[src/rtl/seq_access_scheduler.sv]
// Serialises UPD / RX / TX accesses to the per-host sequence-counter table.
// One operation in flight; every output is registered.
`ifndef HOST_ADDR_WIDTH
`define HOST_ADDR_WIDTH 4
`endif

module seq_access_scheduler #(
  parameter int unsigned HOST_ADDR = `HOST_ADDR_WIDTH,
  parameter int unsigned MAX_SIZE  = 80,
  parameter int unsigned TIMEOUT   = 64,
  parameter int unsigned TOUT_W    = 7
) (
  input  logic                 clk,
  input  logic                 rst,
  // session-manager overwrite
  input  logic                 upd_req_i,
  input  logic [HOST_ADDR-1:0] upd_addr_i,
  input  logic [MAX_SIZE-1:0]  upd_val_i,
  output logic                 upd_done_o,
  // receive-path lookup
  input  logic                 rx_req_i,
  input  logic [HOST_ADDR-1:0] rx_addr_i,
  output logic                 rx_done_o,
  output logic [MAX_SIZE-1:0]  rx_seq_o,
  // transmit-path allocation
  input  logic                 tx_req_i,
  input  logic [HOST_ADDR-1:0] tx_addr_i,
  input  logic                 tx_ignore_i,
  output logic                 tx_done_o,
  output logic                 tx_valid_o,
  output logic                 tx_timeout_o,
  output logic [MAX_SIZE-1:0]  tx_seq_o,
  output logic [3:0]           tx_width_o,
  output logic                 busy_o,
  // sequence_generator control
  output logic                 gen_update_o,
  output logic [HOST_ADDR-1:0] gen_upd_loc_o,
  output logic [MAX_SIZE-1:0]  gen_new_seq_o,
  output logic                 gen_create_o,
  output logic                 gen_ignore_o,
  output logic [HOST_ADDR-1:0] gen_tx_addr_o,
  output logic                 gen_rx_o,
  output logic [HOST_ADDR-1:0] gen_rx_addr_o,
  input  logic [MAX_SIZE-1:0]  gen_expected_i,
  input  logic [MAX_SIZE-1:0]  gen_outgoing_i,
  input  logic [3:0]           gen_width_i,
  input  logic                 gen_valid_i
);

  localparam logic [TOUT_W-1:0] ToutLast = TOUT_W'(TIMEOUT - 1);

  typedef enum logic [2:0] {
    StIdle,
    StUpd,
    StRxIssue,
    StRxWait,
    StTxIssue,
    StTxWait,
    StDone
  } state_e;

  state_e              state_q;
  logic                rr_tx_q;  // 1: TX has priority over RX at the next contested grant
  logic [TOUT_W-1:0]   tout_q;

  always_ff @(posedge clk or negedge rst) begin
    if (!rst) begin
      state_q       <= StIdle;
      rr_tx_q       <= 1'b0;
      tout_q        <= '0;
      upd_done_o    <= 1'b0;
      rx_done_o     <= 1'b0;
      rx_seq_o      <= '0;
      tx_done_o     <= 1'b0;
      tx_valid_o    <= 1'b0;
      tx_timeout_o  <= 1'b0;
      tx_seq_o      <= '0;
      tx_width_o    <= '0;
      busy_o        <= 1'b0;
      gen_update_o  <= 1'b0;
      gen_upd_loc_o <= '0;
      gen_new_seq_o <= '0;
      gen_create_o  <= 1'b0;
      gen_ignore_o  <= 1'b0;
      gen_tx_addr_o <= '0;
      gen_rx_o      <= 1'b0;
      gen_rx_addr_o <= '0;
    end else begin
      // Pulses and per-pulse payloads default low; only the owning state raises them.
      upd_done_o    <= 1'b0;
      rx_done_o     <= 1'b0;
      tx_done_o     <= 1'b0;
      tx_valid_o    <= 1'b0;
      tx_timeout_o  <= 1'b0;
      gen_update_o  <= 1'b0;
      gen_upd_loc_o <= '0;
      gen_new_seq_o <= '0;
      gen_create_o  <= 1'b0;
      gen_ignore_o  <= 1'b0;
      gen_rx_o      <= 1'b0;
      gen_rx_addr_o <= '0;

      unique case (state_q)
        StIdle: begin
          if (upd_req_i) begin
            state_q       <= StUpd;
            busy_o        <= 1'b1;
            gen_update_o  <= 1'b1;
            gen_upd_loc_o <= upd_addr_i;
            gen_new_seq_o <= upd_val_i;
          end else if (rx_req_i && (!tx_req_i || !rr_tx_q)) begin
            state_q       <= StRxIssue;
            busy_o        <= 1'b1;
            rr_tx_q       <= 1'b1;
            gen_rx_o      <= 1'b1;
            gen_rx_addr_o <= rx_addr_i;
          end else if (tx_req_i) begin
            state_q       <= StTxIssue;
            busy_o        <= 1'b1;
            rr_tx_q       <= 1'b0;
            gen_create_o  <= 1'b1;
            gen_ignore_o  <= tx_ignore_i;
            gen_tx_addr_o <= tx_addr_i;
          end
        end
        StUpd: begin
          state_q    <= StDone;
          upd_done_o <= 1'b1;
        end
        StRxIssue: state_q <= StRxWait;
        StRxWait: begin
          // The generator presents its registered lookup result in this cycle.
          state_q   <= StDone;
          rx_seq_o  <= gen_expected_i;
          rx_done_o <= 1'b1;
        end
        StTxIssue: begin
          // gen_ignore_o still carries the latched ignore flag during issue.
          if (gen_ignore_o) begin
            state_q   <= StDone;
            tx_done_o <= 1'b1;
          end else begin
            state_q <= StTxWait;
            tout_q  <= '0;
          end
        end
        StTxWait: begin
          if (gen_valid_i) begin
            state_q    <= StDone;
            tx_seq_o   <= gen_outgoing_i;
            tx_width_o <= gen_width_i;
            tx_done_o  <= 1'b1;
            tx_valid_o <= 1'b1;
          end else if (tout_q == ToutLast) begin
            state_q      <= StDone;
            tx_seq_o     <= '0;
            tx_done_o    <= 1'b1;
            tx_timeout_o <= 1'b1;
          end else begin
            tout_q <= tout_q + TOUT_W'(1);
          end
        end
        StDone: begin
          state_q       <= StIdle;
          busy_o        <= 1'b0;
          gen_tx_addr_o <= '0;
        end
        default: state_q <= StIdle;
      endcase
    end
  end

endmodule

[config.mk]
export PLATFORM = sky130hd
export DESIGN_NAME = seq_access_scheduler
export DESIGN_NICKNAME = d
export VERILOG_FILES = /design/src/rtl/seq_access_scheduler.sv
export SDC_FILE = /design/constraint.sdc
export NUM_CORES = 1
export LEC_CHECK = 0
export BUFFER_PORTS_ARGS = -buffer_cell sky130_fd_sc_hd__buf_4
export CELL_PAD_IN_SITES_DETAIL_PLACEMENT = 0
export CELL_PAD_IN_SITES_GLOBAL_PLACEMENT = 1
export CORE_AREA = 2 2 208 210
export CTS_CLUSTER_SIZE = 20
export DETAILED_ROUTE_END_ITERATION = 7
export DIE_AREA = 0 0 210 212
export PLACE_DENSITY = 0.66
export REMOVE_ABC_BUFFERS = 1
export SLEW_MARGIN = 20
export SYNTH_ARGS = -nofsm -noshare
export SYNTH_HDL_FRONTEND = slang
export SYNTH_SLANG_ARGS = --single-unit
[constraint.sdc]
create_clock -name clk -period 1.8 [get_ports clk]
set_clock_uncertainty 0.2 [all_clocks]
set_input_delay 0.18 -clock clk [delete_from_list [all_inputs] [get_ports clk]]
set_output_delay 0.18 -clock clk [all_outputs]
set_load 0.01 [all_outputs]
==> results of run 1 <==
[flip-flops by register name (all words and copies together), names as in the netlist, 3 cells and up]
register and count:
gen_rx_addr_o 4, gen_new_seq_o 80, tx_width_o 4, rx_seq_o 80, tout_q 7, gen_tx_addr_o 4
state_q 3, gen_upd_loc_o 4, tx_seq_o 80
[worst min path at each step]
stage,cells after the start,slack (ps),endpoint,from
2_1_floorplan,0,-320,busy_o,rst
3_3_place_gp,1,-80,gen_new_seq_o[64],rst
3_5_place_dp,1,-80,gen_new_seq_o[64],rst
4_1_cts,4,140,rx_seq_o[62],gen_expected_i[62]
5_1_grt,4,170,rx_seq_o[59],gen_expected_i[59]
6_report,4,180,rx_seq_o[36],gen_expected_i[36]
[per-layer routing]
layer  GRT usage (%)  wire length [um]  vias to the layer above
met4            4.89               890                        0
li1                -                 -                     4333
met2            27.1             18400                      389
met1            18.4             14800                     4483
met3            5.04              2920                       56
met5               0                 0                        -
[stage by stage]
stage               setup TNS (ps)  worst slack (ps)  cell area [sq um]  std cells  utilization, %
finish                       -1230             -47.9              18700       2207            43.9
global placement                 0              8.07              14700       1877            34.7
floorplan                  -512680             -2510               9630        761               -
global route                 -4720             -87.8              18700       2207            43.9
CTS                         -0.794            -0.794              18500       2199            43.5
detailed placement           -60.3             -25.2              14700       1877            34.7
[cell families (layout without fill, tap and decap cells)]
family | after synthesis | after routing | synth area share, %
flip-flops | 277 | 277 | 69.8
AND/OR/NAND/NOR | 368 | 368 | 17.1
adder cells (fa/ha/maj) | 1 | 1 | 0.126
AO/OA/AOI/OAI | 103 | 103 | 8.81
multiplexers | 9 | 9 | 0.958
buffers and inverters | 52 | 903 | 3.16
[worst min-delay path, stage by stage]
cell and delay (ps):
sky130_fd_sc_hd__dlygate4sd3_1 520, sky130_fd_sc_hd__buf_4 90, sky130_fd_sc_hd__nand2_1 40, sky130_fd_sc_hd__nand2_1 50
[where the power goes]
part / total [mW] / internal [mW] / switching [mW] / leakage [nW]
sequential: 9.57 / 8.35 / 1.21 / 3.58
clock: 6.51 / 3.91 / 2.60 / 0.524
combinational: 9.77 / 5.17 / 4.60 / 5.56
total: 25.8 / 17.4 / 8.41 / 9.67
[what timing repair did]
action                     4_1_cts  5_1_grt
resized for setup                3       17
hold buffers                   264        0
hold endpoints to repair       549        0
pin swaps                        1       17
buffers inserted                 2        3
gates cloned                     1        5
setup endpoints to repair       46      140
[cells in the final DEF, fill, tap and decap left out, drive strengths merged, types with 2 or more instances in the layout]
| master | n |
|---|---|
| buf | 579 |
| a22o | 81 |
| nand2b | 3 |
| dlygate4sd3 | 264 |
| dfrtp | 277 |
| nor2 | 12 |
| nand2 | 244 |
| nor2b | 2 |
| nand3 | 4 |
| o31ai | 3 |
| mux2i | 5 |
| mux2 | 4 |
| clkbuf | 51 |
| clkinv | 6 |
| and2 | 89 |
| inv | 3 |
| nand3b | 3 |
| nor3 | 2 |
| o21ai | 8 |
[layout make-up]
class	instances	area share, %
timing repair buffer	845	38.7
sequential	277	37.1
multi-input combinational	481	14.8
clock buffer	49	5.47
tap	546	3.66
clock inverter	6	0.161
inverter	3	0.0603
==> results_dict.tcl, run 1 <==
set metrics [dict create \
    outcome "complete, but fails checks" \
    violations "negative setup slack" \
    synth_edf_count 0 \
    timing_worst_setup_path_type "reg2reg" \
    regToRegEndpoint "tx_seq_o[59]" \
    clock_pin_slew_of_the_registers_on_the_worst_case_setup_and_hold_paths_ps 60 \
    worstSetupPathDepth 7 \
    register_to_register_path_depth 7 \
    filler_cell_count 3912 \
    fraction_of_layout_instances_using_a_drive_strength_above_1_pct 39.1 \
    layout_worst_path_cycle_share_pct 103 \
    area_growth_pct 88.1 \
    critical_path.startpoint_type "flop" \
    final_nets 1906 \
    drt_wl_total_um 37000 \
    synth_common_cells "sky130_fd_sc_hd__dfrtp_1, sky130_fd_sc_hd__nand2_1, sky130_fd_sc_hd__and2_1" \
    grt_antenna_before_repair 0 \
    fp.dieH_um 212 \
    cp.required_ps 2000 \
    critical-path-slowest-cell "sky130_fd_sc_hd__dfrtp_1" \
    ir_drop_v 0.000707 \
    via_count 9261 \
    max-slew-margin-rel_pct 73.7 \
    asyncSetResetFlopFracSynth_pct 100 \
    top_achievable_clock_speed_ghz 0.541 \
    cp_peak_stage_delay_ps 400 \
    reg2reg_setup_slack_ps -50 \
    min-delay-path-class "in2reg" \
    synth_top_area_share_pct 69.8 \
    top_level_ports 529 \
    pwr_density_cell_nw_per_um2 1380 \
    most_common_cell_in_the_netlist "sky130_fd_sc_hd__dfrtp_1" \
    detail_route.iter0.violations 541 \
    critPathArrivalTime_ps 2040 \
    yosys.cell_types.count 46 \
    cts_tree "done" \
    leakagePower_nw 9.67 \
    synth.yosys.seq_area_share_pct 69.8 \
    synth_area_per_cell_sq_um 12.3 \
    remaining_drc_errors 0 \
    hold_ws_ps 183 \
    worst_path_max_fanout 10 \
    cts_root_buffer "sky130_fd_sc_hd__clkbuf_16" \
    worstMarginPinSlew_ps 395 \
    initial_standard_cell_utilization_of_the_core_pct 23.4 \
    grt_pass1_wl_um 54500 \
    grt_setup_unrepaired "true" \
    clock_sinks 277 \
    timing.critical_path.cells "ha_4 -> nand4b_4 -> nor2_4 -> o21bai_4 -> buf_12 -> clkbuf_16 -> a22o_1" \
    worstSetupEndpoint "tx_seq_o[59]" \
    firstDrtPassIters 5 \
    total_power_mw 25.8 \
    first_global_vias 9646 \
    clk-insertion-delay-late_ps 530 \
    finalMaxSlewViolations 0 \
    clock_tree.buffer_depth 3 \
    pin_count_of_the_biggest_net_entering_global_routing 81 \
    cp_top_family "flip-flops" \
    detail_route.wl_per_cell_um 16.8 \
    leading_cell_types_by_total_area_after_synthesis "sky130_fd_sc_hd__dfrtp_1, sky130_fd_sc_hd__nand2_1, sky130_fd_sc_hd__a22o_1" \
    setup_violations 71 \
    ant_nets 0 \
    coreArea_sq_um 42500 \
    gpl.final_weighted_congestion 0.781 \
    postSynthCellCount 810 \
    post_synthesis_cell_type_with_the_largest_combined_area "sky130_fd_sc_hd__dfrtp_1" \
    yosys_most_used_dff "sky130_fd_sc_hd__dfrtp_1" \
    globalRouteOverflowTotal 0 \
    yosysWarnings 0 \
    reg2reg_from "tout_q[0]" \
    worstSetupEndpointType "flop" \
    numPortBuffers 528 \
    chipWidth_um 210 \
    cts_buffers 34 \
    critical_path.n_buffers_inverters 2 \
    ys_seq_elements 277 \
    dpl.hpwl_um 24400 \
    num_antenna_cells 0 \
    seq_area_sq_um 6930 \
    max_cap_viol_count 0 \
    multi_input_area_sq_um 2770 \
    track_usage_pct 15.6 \
    finalWorstPathRequiredPeriod_ps 1850 \
    detail_route.vias_per_cell 4.20 \
    die_area_sq_um 44500 \
    netlist_area_sq_um 9930 \
    core.rowCount 76 \
    htree_levels 2 \
    total_count_of_hold_check_failures_in_the_final_report 0 \
    finalWorstSetupSlack_ps -47.9 \
    worstSetupStartpoint "tout_q[0]" \
]
No activity file was read; power rests on OpenSTA's default activity.
==> inputs of run 2 (changes only) <==
--- a/config.mk
+++ b/config.mk
@@ -12,9 +12,10 @@
 export CTS_CLUSTER_SIZE = 20
 export DETAILED_ROUTE_END_ITERATION = 7
 export DIE_AREA = 0 0 210 212
-export PLACE_DENSITY = 0.66
+export PLACE_DENSITY = 0.73
 export REMOVE_ABC_BUFFERS = 1
 export SLEW_MARGIN = 20
 export SYNTH_ARGS = -nofsm -noshare
 export SYNTH_HDL_FRONTEND = slang
 export SYNTH_SLANG_ARGS = --single-unit
+export TNS_END_PERCENT = 1
==> constraint.sdc (replaced) <==
create_clock -name clk -period 1.8 [get_ports clk]
set_clock_uncertainty 0.2 [all_clocks]
set_input_delay 0.18 -clock clk [delete_from_list [all_inputs] [get_ports clk]]
set_output_delay 0.18 -clock clk [all_outputs]
set_load 0.1 [all_outputs]
==> results_dict.tcl, run 2 (synthesized netlist as in run 1, its figures left out) <==
set metrics [dict create \
    track_usage_pct 15.3 \
    grt_antenna_before_repair 1 \
    biggest_regs "gen_new_seq_o: 80 flops, rx_seq_o: 80 flops, tx_seq_o: 80 flops" \
    most_frequent_cells_in_the_layout "sky130_fd_sc_hd__buf_4, sky130_fd_sc_hd__dfrtp_1, sky130_fd_sc_hd__dlygate4sd3_1, sky130_fd_sc_hd__nand2_1, sky130_fd_sc_hd__and2_1" \
    max_cap_viol_count 0 \
    max-slew-margin-rel_pct 63.8 \
    cts_tree "done" \
    min-delay-path-class "in2reg" \
    critical_path.startpoint_type "flop" \
    dpl.hpwl_um 23600 \
    globalRouteOverflowTotal 0 \
    multi_input_area_sq_um 2750 \
    dpl.cell_count 1876 \
    finalWorstPathRequiredPeriod_ps 1830 \
    finalMaxSlewViolations 0 \
    detail_route.wl_per_cell_um 16.7 \
    cts_buffers 30 \
    first_global_vias 9880 \
    area_growth_pct 89.0 \
    top_level_ports 529 \
    filler_cell_count 3784 \
    seq_area_sq_um 6930 \
    coreArea_sq_um 42500 \
    clock_tree.buffer_depth 3 \
    detail_route.iter0.violations 491 \
    via_count 9270 \
    cp.required_ps 2050 \
    remaining_drc_errors 0 \
    fp.dieH_um 212 \
    layout_worst_path_cycle_share_pct 102 \
    core.rowCount 76 \
    clock_sinks 277 \
    layoutNonFillerInstCount 2206 \
    violations "negative setup slack" \
    firstDrtPassIters 6 \
    worstSetupEndpointType "flop" \
    detail_route.vias_per_cell 4.20 \
    drt_wl_total_um 36800 \
    final_nets 1899 \
    placement.cell_area_sq_um 14800 \
    fraction_of_layout_instances_using_a_drive_strength_above_1_pct 39.1 \
    layout.cell_area.non_filler_sq_um 18800 \
    top_achievable_clock_speed_ghz 0.547 \
    worstMarginPinSlew_ps 543 \
    layout.cells.most_common "sky130_fd_sc_hd__buf_4" \
    cts_root_buffer "sky130_fd_sc_hd__clkbuf_16" \
    initial_standard_cell_utilization_of_the_core_pct 23.4 \
    chipWidth_um 210 \
    clk-insertion-delay-late_ps 560 \
    finalWorstSetupSlack_ps -29.7 \
    grt_setup_unrepaired "true" \
    worst_path_max_fanout 10 \
    critPathArrivalTime_ps 2080 \
    timing_worst_setup_path_type "reg2reg" \
    total_count_of_hold_check_failures_in_the_final_report 0 \
    ant_nets 0 \
    die_area_sq_um 44500 \
    grt_pass1_wl_um 54300 \
    htree_levels 1 \
    clock_pin_slew_of_the_registers_on_the_worst_case_setup_and_hold_paths_ps 60 \
    pin_count_of_the_biggest_net_entering_global_routing 81 \
    setup_violations 33 \
    numPortBuffers 528 \
    gpl.final_weighted_congestion 0.789 \
    outcome "complete, but fails checks" \
]
==> run 2: final cells by class <==
cell class	count	share of cell area [%]
Timing Repair Buffer	842	38.8
Tap cell	546	3.64
Multi-Input combinational cell	481	14.6
Inverter	3	0.0733
Clock buffer	48	5.17
Sequential cell	277	36.9
Antenna cell	1	0.0133
Clock inverter	8	0.767
==> run 2: per-stage QoR <==
stage          setup WS (ps)  hold WS (ps)  setup TNS [ps]  utilization (%)
2_1_floorplan          -2510          -316         -513410                -
3_3_place_gp            13.2         -30.3               0             34.8
3_5_place_dp           -27.5         -31.0            -469             34.8
4_1_cts                -12.2           111           -30.9             43.7
5_1_grt                -64.7           134           -2800             44.1
6_report               -29.7           149            -328             44.2
==> run 2: path summary, 6_finish.rpt <==
path / startpoint / end / slack (ps) / cells after the start
setup / recovery: state_q[1] / tx_seq_o[49] / -30 / 5
hold / removal: gen_expected_i[56] / rx_seq_o[56] / 150 / 4
setup reg to reg: state_q[1] / tx_seq_o[49] / -30 / 5
hold reg to reg: rx_seq_o[40] / rx_seq_o[40] / 270 / 2
max in group asynchronous: rst / tx_seq_o[67] / 210 / 4
min in group asynchronous: rst / gen_new_seq_o[10] / 580 / 3
==> run 2: critical path, cell delays in order (launching register included) <==
cell                        delay [ps]
sky130_fd_sc_hd__dfrtp_1           410
sky130_fd_sc_hd__nand3b_2          290
sky130_fd_sc_hd__o21bai_4          230
sky130_fd_sc_hd__buf_12            160
sky130_fd_sc_hd__clkbuf_16         170
sky130_fd_sc_hd__a22o_1            240
==> run 2: timing repair <==
item / 4_1_cts / 5_1_grt
gates resized for setup: 3 / 13
hold endpoints to repair: 550 / 0
setup buffers: 0 / 3
endpoints found under the setup margin: 67 / 136
pin swaps: 1 / 23
hold buffers: 264 / 0
gates cloned: 0 / 6
==> run 2: routing by layer <==
layer	vias up	part of all wire, %	GRT usage [%]
li1	4312	-	-
met1	4516	40	18.2
met2	386	50	26.8
met3	56	7.7	4.49
met4	0	2.2	4.50
met5	-	0	0
Power of run 2 is not shown: default switching activity piles up to over one toggle a cycle in this logic, so the estimate is an artifact.
==> inputs of run 3 (changes only) <==
--- a/config.mk
+++ b/config.mk
@@ -9,10 +9,11 @@
 export CELL_PAD_IN_SITES_DETAIL_PLACEMENT = 0
 export CELL_PAD_IN_SITES_GLOBAL_PLACEMENT = 1
 export CORE_AREA = 2 2 208 210
+export CTS_CLUSTER_DIAMETER = 120
 export CTS_CLUSTER_SIZE = 20
 export DETAILED_ROUTE_END_ITERATION = 7
 export DIE_AREA = 0 0 210 212
-export PLACE_DENSITY = 0.73
+export PLACE_DENSITY = 0.67
 export REMOVE_ABC_BUFFERS = 1
 export SLEW_MARGIN = 20
 export SYNTH_ARGS = -nofsm -noshare
==> results_dict.tcl, run 3 (synthesized netlist as in run 1, its figures left out) <==
set metrics [dict create \
    most_frequent_cells_in_the_layout "sky130_fd_sc_hd__buf_4, sky130_fd_sc_hd__dfrtp_1, sky130_fd_sc_hd__dlygate4sd3_1, sky130_fd_sc_hd__nand2_1, sky130_fd_sc_hd__and2_1" \
    top_level_ports 529 \
    grt.busiest_layer "met2" \
    timing.critical_path.cells "ha_4 -> nand4b_4 -> nor2_4 -> o21bai_4 -> buf_12 -> buf_12 -> buf_6 -> a22o_1" \
    gr-usage-met3_pct 4.19 \
    layout.cells.most_common "sky130_fd_sc_hd__buf_4" \
    die_area_sq_um 44500 \
    register_to_register_path_depth 8 \
    worst_path_max_fanout 7 \
    firstDrtPassIters 4 \
    cell_seen_most_often_among_critical_path_stages "sky130_fd_sc_hd__buf_12" \
    clock_sinks 277 \
    worstSetupPathDepth 8 \
    clock_tree.buffer_depth 3 \
    grt_setup_unrepaired "true" \
    worstSetupEndpointType "flop" \
    pin_count_of_the_biggest_net_entering_global_routing 86 \
    dpl.cell_count 1885 \
    ant_nets 0 \
    chipWidth_um 210 \
    max-slew-margin-rel_pct 63.3 \
    area_growth_pct 84.0 \
    finalWorstPathRequiredPeriod_ps 1940 \
    outcome "complete, but fails checks" \
    drt_wl_total_um 35900 \
    cp.required_ps 2000 \
    fp.dieH_um 212 \
    remaining_drc_errors 0 \
    layout_worst_path_cycle_share_pct 108 \
    finalWorstSetupSlack_ps -136 \
    critical-path-slowest-cell "sky130_fd_sc_hd__dfrtp_1" \
    cts_tree "done" \
    critical_path.startpoint_type "flop" \
    numPortBuffers 528 \
    cts_buffers 17 \
    grt_pass1_wl_um 54800 \
    critical_path.n_buffers_inverters 3 \
    gpl.final_weighted_congestion 0.769 \
    cts_root_buffer "sky130_fd_sc_hd__clkbuf_16" \
    first_global_vias 9656 \
    finalMaxSlewViolations 0 \
    top_achievable_clock_speed_ghz 0.516 \
    worstMarginPinSlew_ps 551 \
    grt.met2_usage_pct 27.5 \
    layoutNonFillerInstCount 2180 \
    cp_peak_stage_delay_ps 430 \
    dpl.hpwl_um 24400 \
    htree_levels 1 \
    biggest_regs "gen_new_seq_o: 80 flops, rx_seq_o: 80 flops, tx_seq_o: 80 flops" \
    max_cap_viol_count 0 \
    via_count 9092 \
    min-delay-path-class "in2async" \
    coreArea_sq_um 42500 \
    fraction_of_layout_instances_using_a_drive_strength_above_1_pct 38.8 \
    detail_route.vias_per_cell 4.17 \
    detail_route.wl_per_cell_um 16.5 \
    setup_violations 72 \
    track_usage_pct 15.5 \
    grt_antenna_before_repair 1 \
    timing_worst_setup_path_type "reg2reg" \
    clock_pin_slew_of_the_registers_on_the_worst_case_setup_and_hold_paths_ps 90 \
    clk-insertion-delay-late_ps 520 \
    detail_route.iter0.violations 538 \
    total_count_of_hold_check_failures_in_the_final_report 0 \
    violations "negative setup slack" \
    initial_standard_cell_utilization_of_the_core_pct 23.4 \
    gr-usage-met1_pct 18.8 \
    reg2reg_setup_slack_ps -140 \
    cp_top_family "flip-flops" \
    core.rowCount 76 \
    critPathArrivalTime_ps 2140 \
    globalRouteOverflowTotal 0 \
    final_nets 1898 \
    finalCoreUtilization_pct 43.0 \
]
==> run 3: cell types whose count changed in the layout (fill, tap and decap cells not counted), moves of 3 or more <==
cell / previous run / this run
sky130_fd_sc_hd__bufinv_16: 4 / 0
sky130_fd_sc_hd__clkbuf_8: 13 / 0
sky130_fd_sc_hd__clkbuf_16: 34 / 17
sky130_fd_sc_hd__buf_4: 551 / 560
sky130_fd_sc_hd__clkbuf_1: 4 / 0
sky130_fd_sc_hd__buf_16: 0 / 6
sky130_fd_sc_hd__buf_8: 1 / 4
==> run 3: final timing paths <==
path                               startpoint               end
min reg2reg                      rx_seq_o[22]      rx_seq_o[22]
min in group clk           gen_expected_i[27]      rx_seq_o[27]
min                                       rst  gen_new_seq_o[8]
max reg2reg                         tout_q[0]      tx_seq_o[60]
max in group asynchronous                 rst      rx_seq_o[33]
max                                 tout_q[0]      tx_seq_o[60]
==> run 3: layout make-up <==
| cell class | instances | area [sq um] |
|---|---|---|
| Antenna cell | 1 | 2.50 |
| Clock buffer | 17 | 425 |
| Clock inverter | 1 | 5.00 |
| Fill cell | 3909 | 24200 |
| Inverter | 3 | 11.3 |
| Multi-Input combinational cell | 481 | 2760 |
| Sequential cell | 277 | 6930 |
| Tap cell | 546 | 683 |
| Timing Repair Buffer | 854 | 7450 |
==> run 3: routing by layer <==
layer / vias to the layer above / part of all wire (%)
met5: - / 0
met4: 0 / 2.3
met3: 46 / 6.8
met2: 348 / 50
met1: 4411 / 40
li1: 4287 / -
==> run 3: stage by stage <==
step                hold WS (ps)  TNS [ps]  instance area (sq um)  setup WS [ps]
floorplan                   -316   -513410                   9630          -2510
global placement           -8.54     -1480                  14900          -53.6
detailed placement         -6.47     -4070                  14900          -88.1
CTS                         5.93     -4860                  18200           -129
global route                48.8    -16620                  18300           -204
finish                      30.7     -5600                  18300           -136
==> run 3: repair_timing <==
action | in CTS | in global routing
setup endpoints to repair | 99 | 195
pin swaps | 65 | 11
setup buffers | 8 | 1
hold buffers | 263 | 0
cloned | 6 | 0
endpoints found under the hold margin | 548 | 0
gates resized for setup | 22 | 5
Power of run 3 is left out for the same reason.
